$ cat config.mk
export PLATFORM = sky130hd
export DESIGN_NAME = uart_rx
export DESIGN_NICKNAME = d
export VERILOG_FILES = /design/src/rtl/uart_rx.sv
export SDC_FILE = /design/constraint.sdc
export NUM_CORES = 1
export LEC_CHECK = 0
export ABC_AREA = 0
export CAP_MARGIN = 20
export CORE_MARGIN = 2
export CORE_UTILIZATION = 40
export CTS_CLUSTER_SIZE = 20
export DETAILED_ROUTE_END_ITERATION = 8
export PLACE_DENSITY_LB_ADDON = 0.3
export SLEW_MARGIN = 10
export SYNTH_ARGS = -nofsm -noshare
export SYNTH_HDL_FRONTEND = slang
export SYNTH_SLANG_ARGS = --single-unit
$ cat constraint.sdc
create_clock -name clk -period 1.9 [get_ports clk]
set_input_delay 0.38 -clock clk [delete_from_list [all_inputs] [get_ports clk]]
set_output_delay 0.38 -clock clk [all_outputs]
set_load 0.02 [all_outputs]
$ cat src/rtl/uart_rx.sv
`default_nettype none
// ============================================================================
// Module   : uart_rx
// Brief    : 8N1 UART receiver with 2-flop input synchronizer and mid-bit
//            sampling; emits each good byte with a one-cycle valid strobe.
// Revision : 1.0
// ============================================================================
module uart_rx #(
    parameter int CLK_HZ = 100_000_000,
    parameter int BAUD   = 9600
) (
    input  logic       clk,
    input  logic       rst,
    input  logic       axiid,
    output logic       axiov,
    output logic [7:0] axiod
);

    localparam int CLKS_PER_BIT = CLK_HZ / BAUD;
    localparam int CW           = $clog2(CLKS_PER_BIT) + 1;

    localparam logic [CW-1:0] c_full_last = CW'(CLKS_PER_BIT - 1);
    localparam logic [CW-1:0] c_half_last = CW'(CLKS_PER_BIT / 2 - 1);

    localparam logic [1:0] c_idle  = 2'd0;
    localparam logic [1:0] c_start = 2'd1;
    localparam logic [1:0] c_data  = 2'd2;
    localparam logic [1:0] c_stop  = 2'd3;

    logic          r_sync1;
    logic          r_sync2;
    logic [1:0]    r_state;
    logic [CW-1:0] r_cnt;
    logic [2:0]    r_bit_idx;
    logic [7:0]    r_shift;
    logic          r_axiov;
    logic [7:0]    r_axiod;

    logic          w_rx;
    logic [1:0]    w_state_nxt;
    logic [CW-1:0] w_cnt_nxt;
    logic [2:0]    w_bit_idx_nxt;
    logic [7:0]    w_shift_nxt;
    logic          w_axiov_nxt;
    logic [7:0]    w_axiod_nxt;

    assign w_rx  = r_sync2;
    assign axiov = r_axiov;
    assign axiod = r_axiod;

    // Synchronizer presets to 1 so reset looks like an idle line.
    always_ff @(posedge clk) begin
        if (rst) begin
            r_sync1   <= 1'b1;
            r_sync2   <= 1'b1;
            r_state   <= c_idle;
            r_cnt     <= '0;
            r_bit_idx <= '0;
            r_shift   <= '0;
            r_axiov   <= 1'b0;
            r_axiod   <= '0;
        end else begin
            r_sync1   <= axiid;
            r_sync2   <= r_sync1;
            r_state   <= w_state_nxt;
            r_cnt     <= w_cnt_nxt;
            r_bit_idx <= w_bit_idx_nxt;
            r_shift   <= w_shift_nxt;
            r_axiov   <= w_axiov_nxt;
            r_axiod   <= w_axiod_nxt;
        end
    end

    always_comb begin
        w_state_nxt   = r_state;
        w_cnt_nxt     = r_cnt + 1'b1;
        w_bit_idx_nxt = r_bit_idx;
        w_shift_nxt   = r_shift;
        w_axiov_nxt   = 1'b0;
        w_axiod_nxt   = r_axiod;
        case (r_state)
            c_idle: begin
                w_cnt_nxt = '0;
                if (!w_rx) begin
                    w_state_nxt = c_start;
                end
            end
            c_start: begin
                if (r_cnt == c_half_last) begin
                    w_cnt_nxt     = '0;
                    w_bit_idx_nxt = '0;
                    w_state_nxt   = w_rx ? c_idle : c_data;
                end
            end
            c_data: begin
                if (r_cnt == c_full_last) begin
                    w_cnt_nxt              = '0;
                    w_shift_nxt[r_bit_idx] = w_rx;
                    if (r_bit_idx == 3'd7) begin
                        w_state_nxt = c_stop;
                    end else begin
                        w_bit_idx_nxt = r_bit_idx + 3'd1;
                    end
                end
            end
            default: begin
                // Leave mid stop bit so a back-to-back start edge is not missed.
                if (r_cnt == c_full_last) begin
                    w_cnt_nxt   = '0;
                    w_state_nxt = c_idle;
                    if (w_rx) begin
                        w_axiov_nxt = 1'b1;
                        w_axiod_nxt = r_shift;
                    end
                end
            end
        endcase
    end

endmodule
`default_nettype wire

Yosys cells after proc, flatten, opt, wreduce, memory -nomap -nowiden
Index checks and enable logic that the tools add are counted.
Widths: inputs -> output; s select.
{ "classes": {"n_eq_ne": 10, "add_sub_neg": 2, "n_shift": 0, "n_mux": 18, "bitwise_logic": 2, "reduce_logical": 10, "n_div": 0, "n_lt_le_gt_ge": 2, "mul": 0} }
{ "ops": {"columns": ["cell", "n"], "rows": [
  ["$mux 15", 2],
  ["$pmux 15 s2", 1],
  ["$add 15x1->15 const B", 1],
  ["$eq 15x13->1 const B", 1],
  ["$eq 15x14->1 const B", 1],
  ["$mux 2", 6],
  ["$ne 2x2->1 const B", 5],
  ["$mux 3", 3],
  ["$bwmux 8", 1],
  ["$pmux 2 s3", 1],
  ["$pmux 3 s2", 1],
  ["$reduce_and 5->1", 1],
  ["$reduce_or 5->1", 1],
  ["$lt 3x4->1 const B", 1],
  ["$reduce_and 4->1", 1],
  ["$add 3x1->3 const B", 1],
  ["$demux 1 s3", 1],
  ["$eq 3x3->1 const B", 1],
  ["$ge 3x1->1 const B", 1],
  ["$reduce_and 3->1", 1],
  ["$reduce_bool 3->1", 1],
  ["$reduce_or 3->1", 1],
  ["$eq 2x1->1 const B", 1],
  ["$eq 2x2->1 const B", 1],
  ["other kinds (6)", 8]
]} }
{ "word_totals": {"mem_bits_rw": 0, "mem_bits_ro": 0, "input_bits": 3, "mem_count": 0, "latchBits": 0, "elab_cells": 52, "register_bits": 39} }

Logic depth before layout (Yosys ltp)
{ "logic_depth": {"ltp_word": 5, "depth_mapped": 7, "ltp_nobuf": 6} }

Least setup slack after synthesis
Ideal clock, no wire load.
{ "synth_timing": {"path_kind": "flip-flop to flip-flop", "startpoint": "register r_cnt[5]", "endpoint": "register r_cnt[8]", "slack_ps": -112, "path_stages_with_launch": 7, "t_arrival_ps": 1897, "synth_period_minus_slack_ps": 2012, "setup_ps": 115, "n_path_buf": 2, "cell_sequence": "dfxtp_1 -> clkbuf_1 -> or4b_1 -> o41a_1 -> o21bai_2 -> buf_4 -> nor2_1"} }
{ "synth_via": {"elab_chain_len": 3, "elab_cells_between_ends": 6, "cone_classes": "1 x add/sub; 2 x eq/ne; 3 x mux"} }
{ "synth_rtl": {"columns": ["element", "line_no", "rtl"], "rows": [
  ["start: declaration", "33", "logic [CW-1:0] r_cnt;"],
  ["start signal: assignment", "66", "r_cnt <= w_cnt_nxt;"],
  ["$add 15x1->15, or another cell as far along", "76", "w_cnt_nxt = r_cnt + 1'b1;"],
  ["$mux 15, on equally long branches", "96, 108, 89", null],
  ["$pmux 15 s2 (*)", "81", "case (r_state)"]
]} }
Mark *: on every way between the ends. The rest lies on a longest branch, timed or not.
A chain may end at the register's enable or synchronous reset.

Worst setup path in the final report
{ "layout_timing": {"startpoint": "register r_cnt[12]", "endpoint": "register r_state[0]"} }
{ "layout_via": {"elab_chain_len": 3, "elab_cells_between_ends": 6, "cone_classes": "4 x eq/ne; 2 x reduce/logical"} }
{ "layout_rtl": {"columns": ["element", "line_no", "rtl"], "rows": [
  ["$eq 15x14->1 / $eq 15x13->1 (equally long branches)", "96, 108, 89", null],
  ["$ne 2x2->1 (no line) / $reduce_bool 3->1 (equally long branches)", null, null],
  ["$reduce_and 5->1 (no line) (*)", null, null],
  ["end signal: assignment", "56", "r_state <= c_idle;"],
  ["end signal: assignment", "65", "r_state <= w_state_nxt;"],
  ["end: declaration", "32", "logic [1:0] r_state;"]
]} }
Marked as above.

==> results.md <==
Pwr:
- The static leakage is ~0.86 nW.
- The power per cell area is 909.7 nW/um2.
- IR analysis of the VDD net gives a maximum drop of 0.6578 mV.

Yosys:
- The post-synth net total is around 240.
- The share of synthesized flip-flops with an asynchronous set or reset is 0%.
- In the synthesized netlist, mux cells make up 0.5102% of the area.
- The flop and latch count out of synthesis is 39.
- The area share of xor/xnor cells in the synthesized design is between 5 and 6%.
- The average cell area after synthesis is 8.758 um2.
- The fraction of the mapped netlist area in simple logic gates is a little over a quarter.
- The area of the mapped netlist is slightly below 2000 um2.
- The compound-gate portion of the synthesized area is between 10% and 20%.
- Sequential cells were found to cover between 30% and 40% of the synthesized design area.
- Yosys printed 0 warnings.
- The post-synthesis adder-cell area fraction is 5.102%.
- The most instantiated flip-flop cell in the synthesis netlist is sky130_fd_sc_hd__dfxtp_1.
- The netlist uses 42 different library cells.
- The number of cells produced by synthesis is 224.
- Yosys mapped a number of flops with a built-in enable equal to 0.
- The largest family of logic cells by synthesized area is simple AND/OR/NAND/NOR gates.

Floorplanning:
- The area of the core region is around 4700 um2.
- After floorplanning, the core was divided into 25 placement rows.
- The die extent in y is 74.04 um.
- The initial standard-cell utilization of the core is 41.54%.
- The floorplan step defined a die boundary enclosing between 5000 and 6000 um2.
- The die extent in x is about 74 um.
- The I/O pin count is 12.

Detailed routing:
- Summing over every cut layer, the via total after detailed routing is approximately 1,800.
- The average vias per placed instance is approximately 5.4.
- The total wirelength of the detailed-routed design is between 4 and 5 mm.
- The routed length per instance is approximately 13 um.
- The first-pass iteration count of the detailed router is 4.
- The number of routed nets with antenna violations is 0.
- The detailed router finished its first iteration with 144 violations.
- The DRC violation count after routing is 0.

Timing:
- In the final timing run, aggregate negative setup slack is -0.3613 ns.
- The count of final setup violators is 17.
- The maximum achievable frequency is around 510 MHz.
- The minimum clock period after layout is a little under 2 ns.
- The slew at the pin with the worst max-slew slack is between 0.4 and 0.5 ns.
- Across the routed clock network, the largest skew measured is 0.007773 ns.
- Final hold analysis gives a worst-case slack of about 0.42 ns.
- The number of hold-slack violations in the final timing report is 0.
- Of the available clock period, the critical path in the final layout requires 102.4%.
- Setup repair after global routing could not meet its margin everywhere.
- The count of final max-slew check failures was 0.
- The smallest setup slack after layout is -0.04527 ns.
- The max-slew headroom at the worst pin is roughly two thirds.

Clocking:
- After clock tree synthesis, the clock-pin slew on the worst setup and hold paths is about 0.070 ns.
- For this design, the CTS-stage hold fixing added 0 buffers.
- TritonCTS built the clock tree.
- The number of sinks on the clock net is 39.
- The later-pin clock latency in the skew report is around 0.29 ns.
- The maximum level of the CTS H-tree is 2.
- The largest buffer count on any clock path is 2.
- The master cell of the clock root buffer is sky130_fd_sc_hd__clkbuf_8.
- Clock tree synthesis inserted a total of 5 buffers.

Place:
- OpenSTA, run right after detailed placement, puts the worst setup slack at -0.06501 ns.
- The number of buffers added on ports is 11.
- The sum of net half-perimeters after detailed placement is between 3 and 4 mm.
- The final weighted congestion of routability-driven global placement is 0.8123.

Final layout:
- The fraction of layout cells with a size suffix above 1 is between 15 and 20%.
- In the layout the commonest cells are 35 x sky130_fd_sc_hd__dfxtp_1, 27 x sky130_fd_sc_hd__buf_4, 22 x sky130_fd_sc_hd__nand3_1.
- The number of antenna diodes in the final layout is 0.
- The post-route core utilization is between 50% and 60%.
- The library cell used most frequently in the layout, excluding fill and tap cells, is sky130_fd_sc_hd__dfxtp_1.
- At the end of the flow, the number of nets in the layout was 271.
- The area added between synthesis and finish is 28.44%.

Setup path:
- The critical path capture point type is a register.
- The kind of cell with the highest combined delay along the critical path is compound AO/OA/AOI/OAI gates.
- Counting buffers and inverters, the worst setup path is 4 cells deep.
- The setup check on the worst reg-to-reg path leaves a slack of -0.05 ns.
- The required time at the endpoint of the critical path is ~2.1 ns.
- The worst setup path is launched from a register.
- Tracing the worst setup path back leads to its startpoint at r_cnt[12]$_SDFF_PP0_.
- Traced cell by cell, the critical path runs through or4bb_1 -> o41a_1 -> a2111oi_4 -> mux2i_1.
- The number of cells on the worst reg-to-reg path is 4.
- The reg-to-reg critical path startpoint is r_cnt[12]$_SDFF_PP0_.
- The category of the most critical setup path is reg2reg.
- The critical path contains buffers and inverters numbering 0 combined.
- Data on the critical path arrives at its endpoint at approximately 2.2 ns.
- The end point of the critical path is r_state[0]$_SDFFE_PP0P_.
- In this run the critical register-to-register path is captured at r_state[0]$_SDFFE_PP0P_.
- In this design, the stage delay of the slowest critical-path cell is roughly 0.51 ns.
- The slowest stage of the critical path is the sky130_fd_sc_hd__or4bb_1 cell.
- The critical-path maximum fanout is 4.

Global route:
- Entering global routing, the biggest net connects 24 pins.
- The via count of the first global-routing pass is around 1,700.
- Global routing used about 17% of the available tracks.
- The sum of overflow across all layers after global routing is 0.
- The initial antenna violation count came to 0.
- The wire length of the first global-routing pass is between 7 and 8 mm.

Flow run:
- The count of maximum capacitance violations is 0.

Status:
- The final reports fail on negative setup slack.
- The run finished, with violations left.

Hold path:
- The class of the worst hold path is reg2reg.
layer usage:
layer	up-vias	part of all wire (%)	global-route usage [%]	routed length [um]
met5	-	0	0	0
met4	0	0.53	6.667	23
met3	2	3.1	3.794	135
met2	36	52	29.86	2268
met1	839	44	21.48	1916
li1	897	-	-	-
synthesized netlist by cell type (3+ instances only):
cell / number / area share [%]
sky130_fd_sc_hd__dfxtp_1: 39 / 40
sky130_fd_sc_hd__nor3_1: 7 / 1.8
sky130_fd_sc_hd__and3_1: 4 / 1.3
sky130_fd_sc_hd__nand2_1: 7 / 1.3
sky130_fd_sc_hd__nand4_1: 13 / 4.1
sky130_fd_sc_hd__ha_1: 8 / 5.1
sky130_fd_sc_hd__a31oi_1: 3 / 0.96
sky130_fd_sc_hd__o21ai_0: 10 / 2.6
sky130_fd_sc_hd__inv_1: 8 / 1.5
sky130_fd_sc_hd__a21oi_1: 17 / 4.3
sky130_fd_sc_hd__nand3_1: 22 / 5.6
sky130_fd_sc_hd__xor2_1: 4 / 1.8
sky130_fd_sc_hd__nand2b_1: 5 / 1.6
sky130_fd_sc_hd__xnor2_1: 8 / 3.6
sky130_fd_sc_hd__nor4_1: 3 / 0.96
sky130_fd_sc_hd__nor2_1: 19 / 3.6
sky130_fd_sc_hd__o31ai_1: 8 / 3.1
sky130_fd_sc_hd__clkbuf_1: 10 / 1.9
state kept, by name, summed over array words and instances (netlist names):
name       flops
r_bit_idx      3
axiod          8
r_cnt         15
r_state        2
r_sync2        1
axiov          1
r_shift        8
r_sync1        1
power by group:
part | total (mW) | internal, mW | switching (mW)
Combinational | 0.596 | 0.280 | 0.316
Sequential | 0.886 | 0.849 | 0.0379
Clock | 0.810 | 0.525 | 0.285
worst register-to-register path, stage by stage (launching register included):
cell,delay (ns)
sky130_fd_sc_hd__dfxtp_2,0.36
sky130_fd_sc_hd__or4bb_1,0.51
sky130_fd_sc_hd__o41a_1,0.51
sky130_fd_sc_hd__a2111oi_4,0.28
sky130_fd_sc_hd__mux2i_1,0.22
final cells by class:
type,count,area [um2]
Clock buffer,6,72.57
Clock inverter,2,60.06
Fill cell,444,2203
Inverter,8,30.03
Multi-Input combinational cell,165,1132
Sequential cell,39,785.8
Tap cell,67,83.83
Timing Repair Buffer,41,355.3
through the flow:
step | area [um2] | total power [mW] | instances
2_1_floorplan | 1972 | 1.276 | 224
3_3_place_gp | 2318 | 1.422 | 316
3_5_place_dp | 2318 | 1.432 | 316
4_1_cts | 2472 | 2.286 | 325
5_1_grt | 2520 | 2.416 | 328
6_report | 2520 | 2.292 | 328
worst min path at each step:
| stage | startpoint | endpoint | slack (ns) | cells after the start |
|---|---|---|---|---|
| floorplan | r_sync1$_SDFF_PP1_ | r_sync2$_SDFF_PP1_ | 0.39 | 1 |
| global placement | r_sync1$_SDFF_PP1_ | r_sync2$_SDFF_PP1_ | 0.40 | 1 |
| detailed placement | r_sync1$_SDFF_PP1_ | r_sync2$_SDFF_PP1_ | 0.39 | 1 |
| CTS | r_sync1$_SDFF_PP1_ | r_sync2$_SDFF_PP1_ | 0.42 | 1 |
| global route | r_sync1$_SDFF_PP1_ | r_sync2$_SDFF_PP1_ | 0.43 | 1 |
| finish | r_sync1$_SDFF_PP1_ | r_sync2$_SDFF_PP1_ | 0.42 | 1 |
cells by family after synthesis:
| logic type | after synthesis |
|---|---|
| AOI/OAI and AO/OA | 50 |
| buffers and inverters | 20 |
| and+or+nand+nor | 94 |
| DFF | 39 |
| adders and majority gates | 8 |
| xor gates and xnor gates | 12 |
| muxes | 1 |
timing repair:
item / in CTS / in global routing
pin swaps: 3 / 5
setup buffers: 1 / 3
resized for setup: 3 / 6
gates cloned: 0 / 0
setup endpoints to repair: 20 / 30
(Power assumes the default switching activity.)
